--- src/rtl/alu_pkg.sv ---
// Constants, encodings and helper predicates shared by the ALU-side divider.
package alu_pkg;

  localparam int unsigned WIDTH = 32;

  localparam logic [1:0] OP_DIV  = 2'b00;
  localparam logic [1:0] OP_DIVU = 2'b01;
  localparam logic [1:0] OP_REM  = 2'b10;
  localparam logic [1:0] OP_REMU = 2'b11;

  localparam logic [1:0] ST_IDLE   = 2'd0;
  localparam logic [1:0] ST_DIVIDE = 2'd1;
  localparam logic [1:0] ST_FIX    = 2'd2;

  // Per-operation flags captured at START; operands themselves are not kept.
  typedef struct packed {
    logic is_rem;
    logic neg_quo;
    logic neg_rem;
    logic special;
  } div_ctrl_t;

  function automatic logic op_is_rem(input logic [1:0] op);
    return (op == OP_REM) || (op == OP_REMU);
  endfunction

  function automatic logic op_is_signed(input logic [1:0] op);
    return (op == OP_DIV) || (op == OP_REM);
  endfunction

endpackage

--- src/rtl/divisor_seq_if.sv ---
// Request/result bundle between the pipeline and the sequential divider.
interface divisor_seq_if #(
  parameter int unsigned WIDTH = alu_pkg::WIDTH
);
  logic             START;
  logic [1:0]       OP;
  logic [WIDTH-1:0] A;
  logic [WIDTH-1:0] B;
  logic             BUSY;
  logic             DONE;
  logic [WIDTH-1:0] R;

  modport master (
    output START, OP, A, B,
    input  BUSY, DONE, R
  );

  modport slave (
    input  START, OP, A, B,
    output BUSY, DONE, R
  );
endinterface

--- src/rtl/div_step.sv ---
// One restoring-division step: shift in a dividend bit, trial-subtract the divisor.
module div_step #(
  parameter int unsigned WIDTH = 32
) (
  input  logic [WIDTH-1:0] rem,
  input  logic             bit_in,
  input  logic [WIDTH-1:0] divisor,
  output logic [WIDTH-1:0] rem_next,
  output logic             q_bit
);
  logic [WIDTH:0] shifted;
  logic [WIDTH:0] trial;

  // rem < divisor on entry, so the trial always fits a WIDTH+1 signed result.
  assign shifted  = {rem, bit_in};
  assign trial    = shifted - {1'b0, divisor};
  assign q_bit    = ~trial[WIDTH];
  assign rem_next = q_bit ? trial[WIDTH-1:0] : shifted[WIDTH-1:0];
endmodule

--- src/rtl/divisor_seq.sv ---
// Multi-cycle restoring divider for RV32M DIV/DIVU/REM/REMU, one quotient bit per cycle.
module divisor_seq #(
  parameter int unsigned WIDTH = alu_pkg::WIDTH
) (
  input logic         CLK,
  input logic         RST_N,
  divisor_seq_if.slave bus
);
  import alu_pkg::*;

  localparam int unsigned CNT_W = $clog2(WIDTH);
  localparam logic [WIDTH-1:0] MIN_INT = {1'b1, {(WIDTH-1){1'b0}}};

  logic [1:0]       state_q, state_d;
  logic [CNT_W-1:0] cnt_q, cnt_d;
  logic [WIDTH-1:0] rem_q, rem_d;
  logic [WIDTH-1:0] quo_q, quo_d;
  logic [WIDTH-1:0] dvs_q, dvs_d;
  logic [WIDTH-1:0] r_q, r_d;
  div_ctrl_t        ctrl_q, ctrl_d;
  logic             busy_q, busy_d;
  logic             done_q, done_d;

  logic             is_signed, is_rem, a_neg, b_neg, div_zero, sgn_ovf;
  logic [WIDTH-1:0] abs_a, abs_b, preload;
  logic [WIDTH-1:0] step_rem, quo_fix, rem_fix;
  logic             step_bit;

  // Operand conditioning and special-case detection for the IDLE capture.
  always_comb begin
    is_signed = op_is_signed(bus.OP);
    is_rem    = op_is_rem(bus.OP);
    a_neg     = is_signed & bus.A[WIDTH-1];
    b_neg     = is_signed & bus.B[WIDTH-1];
    abs_a     = a_neg ? (WIDTH'(0) - bus.A) : bus.A;
    abs_b     = b_neg ? (WIDTH'(0) - bus.B) : bus.B;
    div_zero  = (bus.B == '0);
    sgn_ovf   = is_signed & (bus.A == MIN_INT) & (bus.B == '1);
    if (div_zero) begin
      preload = is_rem ? bus.A : '1;
    end else begin
      preload = is_rem ? '0 : bus.A;
    end
  end

  div_step #(.WIDTH(WIDTH)) u_step (
    .rem      (rem_q),
    .bit_in   (quo_q[WIDTH-1]),
    .divisor  (dvs_q),
    .rem_next (step_rem),
    .q_bit    (step_bit)
  );

  // Sign restoration applied in FIX: quotient by sign(A)^sign(B), remainder by sign(A).
  assign quo_fix = ctrl_q.neg_quo ? (WIDTH'(0) - quo_q) : quo_q;
  assign rem_fix = ctrl_q.neg_rem ? (WIDTH'(0) - rem_q) : rem_q;

  // Next-state and datapath update.
  always_comb begin
    state_d = state_q;
    cnt_d   = cnt_q;
    rem_d   = rem_q;
    quo_d   = quo_q;
    dvs_d   = dvs_q;
    ctrl_d  = ctrl_q;
    busy_d  = busy_q;
    done_d  = 1'b0;
    r_d     = r_q;

    case (state_q)
      ST_IDLE: begin
        if (bus.START) begin
          busy_d         = 1'b1;
          rem_d          = '0;
          dvs_d          = abs_b;
          cnt_d          = CNT_W'(WIDTH - 1);
          ctrl_d.is_rem  = is_rem;
          ctrl_d.neg_quo = a_neg ^ b_neg;
          ctrl_d.neg_rem = a_neg;
          if (div_zero || sgn_ovf) begin
            quo_d          = preload;
            ctrl_d.special = 1'b1;
            state_d        = ST_FIX;
          end else begin
            quo_d          = abs_a;
            ctrl_d.special = 1'b0;
            state_d        = ST_DIVIDE;
          end
        end
      end

      ST_DIVIDE: begin
        rem_d = step_rem;
        quo_d = {quo_q[WIDTH-2:0], step_bit};
        if (cnt_q == '0) begin
          state_d = ST_FIX;
        end else begin
          cnt_d = cnt_q - CNT_W'(1);
        end
      end

      ST_FIX: begin
        if (ctrl_q.special) begin
          r_d = quo_q;
        end else begin
          r_d = ctrl_q.is_rem ? rem_fix : quo_fix;
        end
        done_d  = 1'b1;
        busy_d  = 1'b0;
        cnt_d   = '0;
        state_d = ST_IDLE;
      end

      default: begin
        busy_d  = 1'b0;
        cnt_d   = '0;
        state_d = ST_IDLE;
      end
    endcase
  end

  always_ff @(posedge CLK or negedge RST_N) begin
    if (!RST_N) begin
      state_q <= ST_IDLE;
      cnt_q   <= '0;
      rem_q   <= '0;
      quo_q   <= '0;
      dvs_q   <= '0;
      ctrl_q  <= '0;
      busy_q  <= 1'b0;
      done_q  <= 1'b0;
      r_q     <= '0;
    end else begin
      state_q <= state_d;
      cnt_q   <= cnt_d;
      rem_q   <= rem_d;
      quo_q   <= quo_d;
      dvs_q   <= dvs_d;
      ctrl_q  <= ctrl_d;
      busy_q  <= busy_d;
      done_q  <= done_d;
      r_q     <= r_d;
    end
  end

  assign bus.BUSY = busy_q;
  assign bus.DONE = done_q;
  assign bus.R    = r_q;
endmodule

--- src/flat_wrapper.sv ---
// flat-port wrapper written by rule: the top's interface ports become plain ports
module divisor_seq_flat import alu_pkg::*;
#(
  parameter int unsigned WIDTH = alu_pkg::WIDTH
)
  (CLK, RST_N, bus_START, bus_OP, bus_A, bus_B, bus_BUSY, bus_DONE, bus_R);
  divisor_seq_if #(.WIDTH(WIDTH)) bus_i ();
  input logic CLK;
  input logic RST_N;
  input wire logic [$bits(bus_i.START)-1:0] bus_START;
  input wire logic [$bits(bus_i.OP)-1:0] bus_OP;
  input wire logic [$bits(bus_i.A)-1:0] bus_A;
  input wire logic [$bits(bus_i.B)-1:0] bus_B;
  output wire logic [$bits(bus_i.BUSY)-1:0] bus_BUSY;
  output wire logic [$bits(bus_i.DONE)-1:0] bus_DONE;
  output wire logic [$bits(bus_i.R)-1:0] bus_R;
  assign bus_i.START = bus_START;
  assign bus_i.OP = bus_OP;
  assign bus_i.A = bus_A;
  assign bus_i.B = bus_B;
  assign bus_BUSY = bus_i.BUSY;
  assign bus_DONE = bus_i.DONE;
  assign bus_R = bus_i.R;
  divisor_seq #(.WIDTH(WIDTH)) u_core (.CLK(CLK), .RST_N(RST_N), .bus(bus_i));
endmodule
--- config.mk ---
export PLATFORM = sky130hd
export DESIGN_NAME = divisor_seq_flat
export DESIGN_NICKNAME = d
export VERILOG_FILES = /design/src/rtl/alu_pkg.sv /design/src/rtl/divisor_seq_if.sv /design/src/rtl/div_step.sv /design/src/rtl/divisor_seq.sv /design/src/flat_wrapper.sv
export SDC_FILE = /design/constraint.sdc
export NUM_CORES = 1
export LEC_CHECK = 0
export CORE_ASPECT_RATIO = 1.1
export CORE_MARGIN = 4
export CORE_UTILIZATION = 38
export DETAILED_ROUTE_END_ITERATION = 8
export MAX_ROUTING_LAYER = met4
export SLEW_MARGIN = 20
export SYNTH_ARGS = -nofsm -noshare
export SYNTH_HDL_FRONTEND = slang
export SYNTH_SLANG_ARGS = --single-unit
--- constraint.sdc ---
create_clock -name CLK -period 7 [get_ports CLK]
set_input_delay 2.1 -clock CLK [delete_from_list [all_inputs] [get_ports CLK]]
set_output_delay 2.1 -clock CLK [all_outputs]
set_load 0.02 [all_outputs]
==> results.toml <==
[placed_design]
place_hpwl_um = 26600
placed_cells = 1833
port_buffers = 102
gp_congestion = 0.948

[min_path]
hp-class = "flop to flop"

[timing]
max_freq_mhz = 181
hold_violations = 0
timing.final.crit_period_ps = 5540
tightest_slew_ps = 1110
fin_worst_skew_ps = 12.3
fin_crit_sh = 0.791
relSlewSlack = 0.261
drv_slew = 0
finalSetupTns_ps = 0
rsz0062_at_grt = "false"
finalSetupViolations = 0

[global_routing]
overflow = 0
grt_pass1_wl_um = 56800
grt_antenna_before_repair = 0
grt_usage = 0.224
grt_max_degree = 90
first_global_vias = 10300

[logic_synthesis]
ys_top_cells_by_area = "dfrtp_1 (31%), o21ai_0 (6.7%), a21oi_1 (5.5%), xnor2_1 (5.4%), nand2_1 (5.1%)"
synth-async-reset-ratio = 1.00
syn_inst = 1439
synth-edff-count = 0
synthesis.area_mm2 = 0.0113
ys_ff_latch = 141
yosysMostFrequentCell = "nand2_1"
synth_top_flop_cell = "dfrtp_1"
seq_area_frac_synth = 0.313
synth.avg_cell_area_um2 = 7.83
synthTopCellsByCount = "nand2_1 (154), o21ai_0 (150), dfrtp_1 (141)"
yosysTopAreaCell = "dfrtp_1"
syn_nets = 1548
yosys_warnings = 0
synth.distinct_cells = 78
synth_top_area_share = 0.313

[run]
maxCapViolCount = 0

[routing]
drt_first_pass_iters = 8
dr_total_vias = 11000
viasPerCell = 5.88
drc = 0
drt_iter0_drc = 1030
avgRoutedWirePerCell_um = 19.0
drtAntennaViolNets = 0
wl_um = 35400

[power_and_ir_drop]
leakage_nw = 5.23
ir_drop_v = 0.000240
powerDensity_mw_per_mm2 = 500

[worst_setup_path]
crit_chain = "clkdlybuf4s50_1 -> or4_4 -> nor4b_1 -> and3_1 -> nand2_1 -> nor2_2 -> nor2_1 -> nand2_1 -> o22ai_1 -> a221o_1"
crit_type = "input pin to flop"
crit_required_ps = 7320
cp_slowest_cell = "nand2_1"
worst_setup_path_end_kind = "flop"
cp_num_buf_inv = 1
startpoint_type = "input pin"
path_common_cell = "nand2_1"
worst-path-max-fanout = 23
cp_slowest_stage_delay_ps = 660
crit_family = "simple AND/OR/NAND/NOR gates"
critPathArrivalTime_ps = 5860

[floorplan]
fp.dieArea_mm2 = 0.0325
die_w_um = 172
rows = 65
ios = 103
core_mm2 = 0.0290
die_y_um = 189
initial_utilization = 0.389

[cts]
clk_path_buf_depth = 2
cts_tree = "yes"
clk_pin_slew_ps = 70
cts_buffers = 17
cts_hold_buffers = 0
insertion_delay_ps = 440
ctsHtreeMaxLevel = 4
postCtsResizedCells = 0
cts_sinks = 141
post-cts-setup-buffers = 0
root_buffer = "clkbuf_16"

[layout]
syn_to_final_growth_pct = 16.1
drive_gt1_frac = 0.0494
antenna_cells = 0
final_nets = 1593
final_cells = 1865

[status]
status = "finished clean"
## per-stage QoR
stage               cell area [um^2]  power (mW)  hold slack, ps  worst slack (ps)   util
finish                         13100        6.54             476              1460  0.452
detailed placement             12500        5.62             470              1150  0.432
global route                   13100        7.11             508              1230  0.452
CTS                            13100        6.53             486              1590  0.452
floorplan                      11300        4.55             450              2710      -
global placement               12500        5.57             463              1180  0.432
## worst paths after layout
check	startpoint	endpoint	slack, ps	cells after the start
setup / recovery	bus_A[3]	u_core.quo_q[20]	1460	10
hold / removal	u_core.bus.R[3]	u_core.bus.R[3]	480	2
max in group asynchronous	RST_N	u_core.rem_q[21]	4020	2
setup reg to reg	u_core.quo_q[31]	u_core.rem_q[28]	3200	12
min in group asynchronous	RST_N	u_core.quo_q[8]	1720	1
hold reg to reg	u_core.bus.R[3]	u_core.bus.R[3]	480	2
## kinds of logic after synthesis
logic type / after synthesis / share of synthesized area
AOI/OAI and AO/OA: 497 / 0.279
and+or+nand+nor: 475 / 0.202
buffers and inverters: 152 / 0.0532
DFF: 141 / 0.313
xor gates and xnor gates: 109 / 0.0847
adders and majority gates: 43 / 0.0477
muxes: 22 / 0.0198
## power breakdown
group          switching, mW  leakage (nW)  internal [mW]
sequential             0.565          1.78           1.16
combinational           2.25          3.17           1.67
clock                  0.423         0.278          0.472
total                   3.24          5.23           3.30
## state kept, by name, indices dropped and copies added (netlist names)
signal	flops
u_core.quo_q	32
u_core.ctrl_q	4
u_core.bus.BUSY	1
u_core.rem_q	32
u_core.bus.DONE	1
u_core.state_q	2
u_core.dvs_q	32
u_core.bus.R	32
u_core.cnt_q	5
## layer usage
metal	vias to the layer above	track usage	part of all wire
li1	5344	-	-
met1	5259	0.291	0.45
met2	311	0.369	0.49
met3	45	0.0275	0.042
met4	0	0.0587	0.021
met5	-	-	0
## cell type report
class | count | area [um^2]
fillers | 2912 | 15900
repair buffers | 115 | 1120
inverters | 63 | 236
multi-input cells | 1146 | 7170
well taps | 368 | 460
clock inverters | 15 | 140
flip-flops and latches | 141 | 3530
clock buffers | 17 | 425
## placed cells by master, fill, tap and decap left out, drive strengths merged, types with 5 or more instances in the layout
cell / instances
nor2b: 17
clkdlybuf4s50: 101
xor2: 40
o41ai: 13
a221oi: 5
or4: 18
buf: 14
a21o: 11
o211ai: 9
nand4: 18
nor3: 31
or3: 12
a211oi: 9
nor3b: 8
xnor2: 69
o31a: 5
a22oi: 15
ha: 39
a221o: 14
o22ai: 38
and3: 9
and2: 8
nand2: 154
dfrtp: 141
a32oi: 6
o221ai: 11
a31oi: 12
nor2: 142
a211o: 5
nor4: 15
a21oi: 123
o21a: 12
mux2i: 20
o31ai: 21
clkbuf: 17
nand2b: 21
o21ai: 157
inv: 73
nand3: 13
## tightest hold or removal path, delay by kind of cell (launching register included)
family / cells / cell delay [ps]
flip-flops: 1 / 340
AND/OR/NAND/NOR: 1 / 40
AO/OA/AOI/OAI: 1 / 60
No activity file was read; power rests on OpenSTA's default activity.
==> variant: new RTL, same settings <==
`WIDTH` is set to 32 in 2 places; all go to 16.
--- a/src/rtl/alu_pkg.sv
+++ b/src/rtl/alu_pkg.sv
@@ -1,7 +1,7 @@
 // Constants, encodings and helper predicates shared by the ALU-side divider.
 package alu_pkg;
 
-  localparam int unsigned WIDTH = 32;
+  localparam int unsigned WIDTH = 16;
 
   localparam logic [1:0] OP_DIV  = 2'b00;
   localparam logic [1:0] OP_DIVU = 2'b01;
--- a/src/rtl/div_step.sv
+++ b/src/rtl/div_step.sv
@@ -1,6 +1,6 @@
 // One restoring-division step: shift in a dividend bit, trial-subtract the divisor.
 module div_step #(
-  parameter int unsigned WIDTH = 32
+  parameter int unsigned WIDTH = 16
 ) (
   input  logic [WIDTH-1:0] rem,
   input  logic             bit_in,
Ports: changed (resized bus_A, bus_B and bus_R); port bits go from 103 to 55. The function was not compared with the original's and may differ.
==> variant against the unedited design <==
Total power down 42%. Die area down 42%. Largest cell class unchanged. Sequential cell count down 65. Sequential power down 44%. Worst setup slack better by 1.1 ns. Area after synthesis down 44%. Clock skew down 0.0049 ns. Sequential share of layout area down 1.0 points. Non-clock buffer count down 56. Count of clock-buffer cells in the layout down 7. Routed wire length down 49%. Critical path depth down 1. Largest power group unchanged. Final area down 44%.
==> variant: results (changes against the unedited design) <==
status complete, no violations (unchanged); CP top delay family simple AND/OR/NAND/NOR gates (unchanged); Pre-antenna DRT Iters 5 (was 8); Ys Warns 0 (unchanged); fin cells 1034 (was 1865); Compound-Gate Fraction of Synth Area 0.2663 (was 0.2793); Max VDD drop 0.1836 mV (was 0.2402 mV); Seq pwr share 0.259 (was 0.264); Initial DRC Count 435 (was 1030); Post-Synth Adder-Cell Area 0.04842 (was 0.04775); worst skew pair latency 0.35 ns (was 0.44 ns); Synth Area in XOR/XNOR 0.06475 (was 0.08472); Max-slew headroom 0.4235 (was 0.2613); Clock Skew 0.007423 ns (was 0.01229 ns); clock slew at reported path FFs around 0.060 ns; H-tree Lvls 3 (was 4); Yosys top cell area share 0.2992 (was 0.3131); Pint 0.001879 W (was 0.003302 W); total global-route track usage 0.1962 (was 0.2237); CP max stage delay 0.60 ns (was 0.66 ns); Yosys cell types 80 (was 78); Root Buffer clkbuf_16 (unchanged); post-CTS sizing 0 (unchanged); RePlAce Congestion 0.9085 (was 0.9477); ys async rst share 1.000 (unchanged); via count 6083 (was 10960); crit path max fanout 11 (was 23); crit path DAT 4.69 ns (was 5.86 ns); worst r2r path cells 9 (was 12); fin nets 886 (was 1593); initial antenna violation count 0 (unchanged); synth cell count leaders dfrtp_1, nand2_1, nor2_1 (was nand2_1, o21ai_0, dfrtp_1); Net Count, Synth 863 (was 1548); Post-DP HPWL 13440 um (was 26640 um); first-pass GRT wire length 29590 um (was 56790 um); Final Max Slew Viols 0 (unchanged); ranking of synthesized cells by area dfrtp_1, a21oi_1, ha_1 (was dfrtp_1, o21ai_0, a21oi_1); largest net degree at the start of global routing 77 (was 90); hold path depth 2 (unchanged); sequential share of the synthesized area 0.2992 (was 0.3131); ratio of cells with drive above 1 in the final layout 0.06024 (was 0.04943); number of CTS-inserted buffers 9 (was 17); slowest stage cell, crit path nor2_1 (was nand2_1); vias in the first global route 5678 (was 10310); IO buf count 54 (was 102); Leak 2.955 nW (was 5.227 nW); Seq power 0.000976 W (was 0.00173 W); multiplexer area fraction after synthesis 0.02500 (was 0.01976); wire per inst 17.41 um (was 18.99 um); Comb pwr share 0.612 (was 0.599); Syn Inst Count 802 (was 1439); worst hold path class flip-flop to flip-flop (unchanged); Top FF cell, synth dfrtp_1 (unchanged)
-- variant: changes by cell type in the layout (fill, tap and decap cells not counted), moves of 23 or more --
cell,delta
nand2_1,-79
nor2_1,-72
inv_1,-23
nand3_1,+28
dfrtp_1,-65
o21ai_0,-103
clkdlybuf4s50_1,-48
a21oi_1,-57
xnor2_1,-43
-- variant: area by class of cell --
type / count / area [um^2]
multi-input combinational: 639 / 4111
tap: 204 / 255.2
clock inverter: 6 / 70.07
sequential: 76 / 1902
inverter: 40 / 150.1
fill: 1631 / 9046
timing repair buffer: 59 / 595.6
clock buffer: 10 / 239.0
-- variant: metrics by stage --
stage	setup slack, ns	cell area (um^2)	utilization
6_report	2.542	7323	0.4474
5_1_grt	2.373	7323	0.4474
4_1_cts	2.589	7296	0.4457
3_5_place_dp	2.214	6987	0.4268
3_3_place_gp	2.292	6987	0.4268
2_1_floorplan	3.042	6357	-
-- variant: logic make-up (layout without fill, tap and decap cells) --
kind of cell    after synthesis  after routing
flops                        76             76
buf+inv                      87            115
mux                          15             15
compound gates              247            247
xor+xnor                     47             47
fa+ha+maj                    24             24
simple gates                306            306
-- variant: layer usage --
metal | global-route usage | up-vias | part of all wire
met5 | - | - | 0
met4 | 0.06081 | 0 | 0.017
met3 | 0.02871 | 26 | 0.042
met2 | 0.3081 | 154 | 0.46
met1 | 0.2646 | 2887 | 0.48
li1 | - | 3016 | -
-- variant: worst paths after layout --
path	slack, ns	from	endpoint
min	0.48	u_core.bus.R[1]	u_core.bus.R[1]
min in group asynchronous	1.63	RST_N	u_core.cnt_q[1]
max in group asynchronous	4.79	RST_N	u_core.bus.DONE
max	2.54	bus_A[0]	u_core.quo_q[10]
max reg2reg	3.96	u_core.quo_q[15]	u_core.rem_q[9]
min reg2reg	0.48	u_core.bus.R[1]	u_core.bus.R[1]
